File: src/rtl/arb_rr_oht.sv
// Round-robin arbiter with a registered binary grant and a one-hot view of it.
// A grant is held until it is accepted (rdy with the request still high) or
// until the granted requester withdraws. The pointer moves only on acceptance.

module arb_rr_oht_dec #(
  parameter int WIDTH          = 32,
  parameter int IMPLEMENTATION = 0,
  localparam int WIDTH_LOG     = $clog2(WIDTH)
) (
  input  logic [WIDTH_LOG-1:0] bin,
  input  logic                 en,
  output logic [WIDTH-1:0]     oht
);

  generate
    if (IMPLEMENTATION == 0) begin : g_shift
      // Decode by shifting a single one into place
      always_comb begin
        oht = '0;
        if (en) oht = WIDTH'(1) << bin;
      end
    end else begin : g_compare
      // Decode by comparing the index against every bit position
      always_comb begin
        oht = '0;
        for (int i = 0; i < WIDTH; i++) begin
          oht[i] = en && (bin == WIDTH_LOG'(i));
        end
      end
    end
  endgenerate

endmodule

module arb_rr_oht #(
  parameter int WIDTH          = 32,
  parameter int IMPLEMENTATION = 0,
  localparam int WIDTH_LOG     = $clog2(WIDTH)
) (
  input  logic                 clk,
  input  logic                 rst,
  input  logic [WIDTH-1:0]     req,
  input  logic                 rdy,
  output logic                 vld,
  output logic [WIDTH_LOG-1:0] gnt_bin,
  output logic [WIDTH-1:0]     gnt_oht
);

  typedef enum logic {
    IDLE = 1'b0,
    BUSY = 1'b1
  } state_t;

  state_t               state_q, state_d;
  logic [WIDTH_LOG-1:0] gnt_q, gnt_d;
  logic [WIDTH_LOG-1:0] ptr_q, ptr_d;
  logic [WIDTH_LOG-1:0] ptr_sel;
  logic [WIDTH_LOG-1:0] sel;
  logic                 any_req;
  logic                 hit;
  logic                 transfer;

  assign any_req  = |req;
  assign hit      = req[gnt_q];
  assign transfer = (state_q == BUSY) && rdy && hit;

  // Search starts just past an accepted grant, otherwise at the stored pointer
  always_comb begin
    ptr_sel = ptr_q;
    if (transfer) ptr_sel = gnt_q + WIDTH_LOG'(1);
  end

  // First requester in cyclic order from ptr_sel; the nearest one wins
  always_comb begin
    sel = ptr_sel;
    for (int i = WIDTH - 1; i >= 0; i--) begin
      if (req[ptr_sel + WIDTH_LOG'(i)]) sel = ptr_sel + WIDTH_LOG'(i);
    end
  end

  // State, grant and pointer registers
  always_ff @(posedge clk) begin
    if (rst) begin
      state_q <= IDLE;
      gnt_q   <= '0;
      ptr_q   <= '0;
    end else begin
      state_q <= state_d;
      gnt_q   <= gnt_d;
      ptr_q   <= ptr_d;
    end
  end

  // Next state: hold a pending grant, otherwise re-arbitrate or go idle
  always_comb begin
    state_d = state_q;
    gnt_d   = gnt_q;
    ptr_d   = ptr_q;
    case (state_q)
      IDLE: begin
        if (any_req) begin
          gnt_d   = sel;
          state_d = BUSY;
        end
      end
      BUSY: begin
        if (transfer) ptr_d = ptr_sel;
        if (hit && !rdy) begin
          gnt_d = gnt_q;
        end else if (any_req) begin
          gnt_d = sel;
        end else begin
          state_d = IDLE;
        end
      end
      default: state_d = IDLE;
    endcase
  end

  // Outputs come straight from the registers
  always_comb begin
    vld     = (state_q == BUSY);
    gnt_bin = gnt_q;
  end

  arb_rr_oht_dec #(
    .WIDTH          (WIDTH),
    .IMPLEMENTATION (IMPLEMENTATION)
  ) u_dec (
    .bin (gnt_q),
    .en  (vld),
    .oht (gnt_oht)
  );

endmodule

File: config.mk
export PLATFORM = sky130hd
export DESIGN_NAME = arb_rr_oht
export DESIGN_NICKNAME = d
export VERILOG_FILES = /design/src/rtl/arb_rr_oht.sv
export SDC_FILE = /design/constraint.sdc
export NUM_CORES = 1
export LEC_CHECK = 0
export CORE_ASPECT_RATIO = 0.75
export CORE_MARGIN = 5
export CORE_UTILIZATION = 37
export CTS_CLUSTER_SIZE = 25
export DETAILED_ROUTE_END_ITERATION = 8
export GPL_ROUTABILITY_DRIVEN = 0
export PLACE_DENSITY = 0.56
export SYNTH_ARGS = -nofsm -noshare
export SYNTH_HDL_FRONTEND = slang
export SYNTH_HIERARCHICAL = 1
export SYNTH_SLANG_ARGS = --single-unit
File: constraint.sdc
create_clock -name clk -period 11.51 [get_ports clk]
set_input_delay 2.302 -clock clk [delete_from_list [all_inputs] [get_ports clk]]
set_output_delay 2.302 -clock clk [all_outputs]
set_load 0.1 [all_outputs]
==> results of run 1 <==
==> logic make-up (layout without fill, tap and decap cells) <==
kind of cell | after synthesis | after routing | share of synthesized area, %
adders and majority gates | 11 | 11 | 1.65
DFF | 11 | 11 | 2.64
xor gates and xnor gates | 38 | 38 | 4.43
muxes | 134 | 134 | 23.0
AOI/OAI and AO/OA | 371 | 371 | 34.2
buffers and inverters | 104 | 129 | 6.59
and+or+nand+nor | 483 | 483 | 27.5
==> state kept, by name (all words and copies together), names as in the netlist <==
name     count
gnt_bin      5
ptr_q        5
vld          1
==> worst max-delay path, stage by stage <==
cell and delay, ns:
clkdlybuf4s50_1 0.59, mux2_1 0.38, mux4_2 0.53, o221a_2 0.44
buf_4 0.33, a21boi_4 0.32, nor2_2 0.09, buf_4 0.22
inv_1 0.10, ha_1 0.55, inv_1 0.35, nor2_1 0.27
xnor2_1 0.12, mux2i_1 0.73, mux4_2 0.47, a22oi_1 0.40
o311ai_2 0.29, nand4bb_1 0.24, nor4b_1 0.48, nand3_1 0.22
a2111oi_2 0.30, a211oi_2 0.11
==> layer usage <==
metal,wire [um],GRT usage [%],vias to the layer above
li1,-,-,4498
met5,0,0,-
met1,17100,44.1,4914
met3,6250,10.5,129
met2,15500,40.0,805
met4,1290,7.52,0
==> final cells by class <==
cell class | instances | area share (%)
clock buffer | 4 | 0.850
inverter | 28 | 1.13
multi-input combinational | 1037 | 81.9
sequential | 11 | 2.39
tap | 294 | 3.97
timing repair buffer | 97 | 9.80
==> metrics by stage <==
step / setup WS (ns) / cell area [um^2] / std cells / utilization, % / hold slack [ns]
3_5_place_dp: 1.91 / 9190 / 1467 / 41.5 / 0.801
2_1_floorplan: 3.98 / 8360 / 1152 / - / 1.05
4_1_cts: 2.14 / 9270 / 1471 / 41.8 / 0.822
3_3_place_gp: 1.88 / 9190 / 1467 / 41.5 / 0.822
6_report: 1.79 / 9270 / 1471 / 41.8 / 0.831
5_1_grt: 1.66 / 9270 / 1471 / 41.8 / 0.857
==> path summary, 6_finish.rpt <==
kind                     end  cells past startpoint  startpoint  slack (ns)
setup / recovery  gnt_bin[3]                     22     req[27]        1.79
hold / removal    gnt_bin[3]                      3  gnt_bin[3]        0.83
setup reg to reg  gnt_bin[3]                     22  gnt_bin[1]        3.68
hold reg to reg   gnt_bin[3]                      3  gnt_bin[3]        0.83
==> synthesized netlist by cell type (17+ instances only) <==
| library cell | instances |
|---|---|
| a21oi_1 | 81 |
| o21ai_0 | 30 |
| nor2_1 | 114 |
| nor3_1 | 17 |
| nand3_1 | 24 |
| mux2_2 | 24 |
| a211oi_1 | 29 |
| inv_1 | 20 |
| xnor2_1 | 29 |
| nand2_1 | 207 |
| mux4_2 | 41 |
| a22o_1 | 26 |
| and2_1 | 21 |
| buf_2 | 17 |
| clkbuf_1 | 31 |
| a211o_1 | 20 |
| mux2i_1 | 61 |
| a22oi_1 | 20 |
==> impl_metrics.py, run 1 <==
metrics = {
    "worst_setup_path": {
        "cp.required_ns": 11.65,
        "critPathCaptureType": "register",
        "start_kind": "input pin",
        "path_max_fanout": 30,
        "crit_arrival_ns": 9.86,
        "worstSetupPathType": "input pin to register",
    },
    "synthesis": {
        "async_flop_share_pct": 0,
        "synth-seq-cells": 11,
        "yosysUniqueCellTypes": 106,
        "synth-main-ff-cell": "dfxtp_1",
        "synth_area_leaders": "mux4_2 (11%), nand2_1 (9.3%), mux2i_1 (7.3%)",
        "synth_edf_count": 0,
        "yosysTopAreaCell": "mux4_2",
        "synth_area_um2": 8360,
        "synth_sequential_area_ratio_pct": 2.64,
        "yosysWarningCount": 6,
        "syn_nets": 1198,
        "synthCells": 1152,
        "avgSynthCellArea_um2": 7.25,
        "synth_top_cell_area_share_pct": 11.0,
    },
    "run": {
        "drv_cap": 0,
    },
    "detailed_routing": {
        "dr.pass1.iters": 6,
        "wirelength_um": 40000,
        "drtIter0Drc": 1780,
        "via_count": 10300,
        "drtAntennaViolNets": 0,
        "drc": 0,
        "vias_per_cell": 7.03,
        "post_drt_wl_per_cell_um": 27.2,
    },
    "global_route": {
        "antenna_found_initial": 0,
        "grt_pass1_vias": 9249,
        "grt_max_degree": 45,
        "grt_pass1_wl_um": 59800,
        "grtUsageTotal_pct": 29.6,
        "overflow": 0,
    },
    "timing": {
        "skew_ns": 0.0162,
        "relSlewSlack_pct": 18.7,
        "finalSetupViolations": 0,
        "fin_setup_tns_ns": 0,
        "finalCriticalPeriod_ns": 9.72,
        "hold_viol": 0,
        "worstMarginPinSlew_ns": 1.21,
        "rsz0062_at_grt": "false",
        "fmaxAchievable_mhz": 103,
        "period_share_pct": 84.5,
        "drv_slew": 0,
    },
    "clock_tree": {
        "numCtsBuffers": 3,
        "clkLatencyLatePin_ns": 0.26,
        "tritoncts": "yes",
        "holdBufCountCts": 0,
        "clkTransAtPathRegs_ns": 0.06,
        "htreeDepth": 1,
        "ctsResizeCount": 0,
        "post_cts_buffers": 0,
        "cts-root-buf": "clkbuf_16",
        "clock_sinks": 11,
        "clock_path_buffers": 2,
    },
    "status": {
        "outcome": "completed",
    },
    "layout": {
        "n_fill_cell": 2290,
        "final_cell_mix": "nand2_1 (207), nor2_1 (114), a21oi_1 (81), clkdlybuf4s50_1 (72), mux2i_1 (61)",
        "regArea_um2": 221,
        "area_growth_pct": 10.9,
        "mostFrequentLayoutCell": "nand2_1",
        "multi_input_area_um2": 7590,
        "diodes": 0,
        "nets": 1224,
        "final_layout_size_suffix_gt1_share_pct": 14.2,
    },
    "die": {
        "initial_core_util_pct": 37.7,
        "core_area_um2": 22200,
        "dieHeight_um": 140,
        "die_w_um": 184,
        "rows": 47,
        "die_area_um2": 25700,
        "boundaryPins": 73,
    },
    "placement": {
        "hpwl_um": 31200,
        "io_buffers": 72,
    },
    "hold_path": {
        "holdCritPathClass": "register to register",
    },
}
Power of run 1 is not shown: default switching activity piles up to over one toggle a cycle in this logic, so the estimate is an artifact.
==> run 2, diff against run 1 <==
Clock period 11.51 ns to 9.71 ns, I/O delays scaled along.
==> impl_metrics.py, run 2 (synthesis gave the netlist of run 1 again) <==
metrics = {
    "placement": {
        "hpwl_um": 31300,
        "io_buffers": 72,
    },
    "layout": {
        "final_layout_size_suffix_gt1_share_pct": 14.6,
        "final_cell_mix": "nand2_1 (207), nor2_1 (114), a21oi_1 (81), clkdlybuf4s50_1 (72), mux2i_1 (61)",
        "nets": 1229,
        "n_fill_cell": 2306,
        "final_util_pct": 42.0,
        "mostFrequentLayoutCell": "nand2_1",
        "area_growth_pct": 11.4,
        "diodes": 0,
    },
    "timing": {
        "finalCriticalPeriod_ns": 9.25,
        "skew_ns": 0.0154,
        "fmaxAchievable_mhz": 108,
        "hold_ws_ns": 0.824,
        "relSlewSlack_pct": 1.52,
        "worstMarginPinSlew_ns": 1.47,
        "period_share_pct": 95.3,
        "fin_setup_tns_ns": 0,
        "finalSetupViolations": 0,
        "drv_slew": 0,
        "rsz0062_at_grt": "false",
        "hold_viol": 0,
    },
    "clock_tree": {
        "clock_sinks": 11,
        "ctsResizeCount": 0,
        "htreeDepth": 1,
        "clkLatencyLatePin_ns": 0.25,
        "post_cts_buffers": 0,
        "clock_path_buffers": 2,
        "tritoncts": "yes",
        "cts-root-buf": "clkbuf_16",
        "holdBufCountCts": 0,
        "clkTransAtPathRegs_ns": 0.06,
        "numCtsBuffers": 3,
    },
    "hold_path": {
        "holdCritPathClass": "register to register",
        "hold_path_depth": 3,
        "min_from": "gnt_bin[3]",
        "holdPathEnd": "gnt_bin[3]",
    },
    "die": {
        "die_area_um2": 25700,
        "dieHeight_um": 140,
        "core_area_um2": 22200,
        "rows": 47,
        "initial_core_util_pct": 37.7,
        "die_w_um": 184,
        "boundaryPins": 73,
    },
    "worst_setup_path": {
        "worstSetupPathType": "input pin to register",
        "path_cells": "clkdlybuf4s50_1 -> mux2_2 -> mux4_2 -> o221a_2 -> nand3_1 -> and2_1 -> inv_1 -> ha_1 -> inv_1 -> nor2_1 -> o211ai_1 -> and2_1 -> mux4_2 -> nor3b_1 -> a21oi_1 -> mux2i_1 -> nand3b_1 -> a221oi_1 -> nand3_1 -> a2111oi_2 -> a211oi_2",
        "crit_slowest_cell": "mux2i_1",
        "path_max_fanout": 15,
        "r2r_start": "gnt_bin[1]",
        "cp.required_ns": 9.82,
        "crit_arrival_ns": 9.36,
        "critPathCaptureType": "register",
        "start_kind": "input pin",
        "max_stage_delay_ns": 0.79,
        "worst_r2r_path_depth": 20,
        "r2r-end": "gnt_bin[3]",
        "ff2ff_setup_slack_ns": 1.67,
    },
    "detailed_routing": {
        "wirelength_um": 39900,
        "via_count": 10400,
        "post_drt_wl_per_cell_um": 27.0,
        "vias_per_cell": 7.04,
        "dr.pass1.iters": 6,
        "drtIter0Drc": 1728,
        "drc": 0,
        "drtAntennaViolNets": 0,
    },
    "global_route": {
        "grt_pass1_wl_um": 59700,
        "antenna_found_initial": 0,
        "grt_pass1_vias": 9255,
        "grtUsageTotal_pct": 29.5,
        "grt_max_degree": 50,
        "overflow": 0,
    },
    "status": {
        "outcome": "completed",
    },
    "run": {
        "drv_cap": 0,
    },
}
## run 2: changes by cell type in the layout (fill, tap and decap cells not counted)
cell and change:
buf_4 +5
## run 2: layer usage
metal,global-route usage [%],vias to the layer above,wire length [um]
met3,10.0,133,6580
met5,0,-,0
met1,43.8,4869,16600
met4,8.15,0,1570
met2,40.1,896,15100
li1,-,4490,-
## run 2: worst max path at each step
| stage | from | endpoint | cells after the start |
|---|---|---|---|
| after floorplan | req[22] | gnt_bin[1] | 25 |
| after global placement | req[14] | gnt_bin[3] | 21 |
| after detailed placement | req[14] | gnt_bin[3] | 21 |
| after CTS | req[14] | gnt_bin[3] | 21 |
| after global routing | req[14] | gnt_bin[3] | 21 |
| final | req[16] | gnt_bin[3] | 21 |
## run 2: area by class of cell
type | instances | area (um^2) | area share [%]
Clock buffer | 4 | 78.8 | 0.847
Inverter | 28 | 105 | 1.13
Multi-Input combinational cell | 1037 | 7590 | 81.5
Sequential cell | 11 | 221 | 2.38
Tap cell | 294 | 368 | 3.95
Timing Repair Buffer | 102 | 946 | 10.2
## run 2: critical path, delay by kind of cell
family                     cells  cell delay, ns
AOI/OAI and AO/OA              6            1.90
adders and majority gates      1            0.25
buffers and inverters          3            1.04
muxes                          4            2.07
and+or+nand+nor                7            2.14
## run 2: per-stage QoR
step / worst slack, ns / cells / instance area [um^2]
3_3_place_gp: 0.565 / 1472 / 9230
5_1_grt: 0.279 / 1476 / 9310
3_5_place_dp: 0.786 / 1472 / 9230
4_1_cts: 0.986 / 1476 / 9310
6_report: 0.460 / 1476 / 9310
2_1_floorplan: 2.54 / 1152 / 8360
Power of run 2 is left out for the same reason.
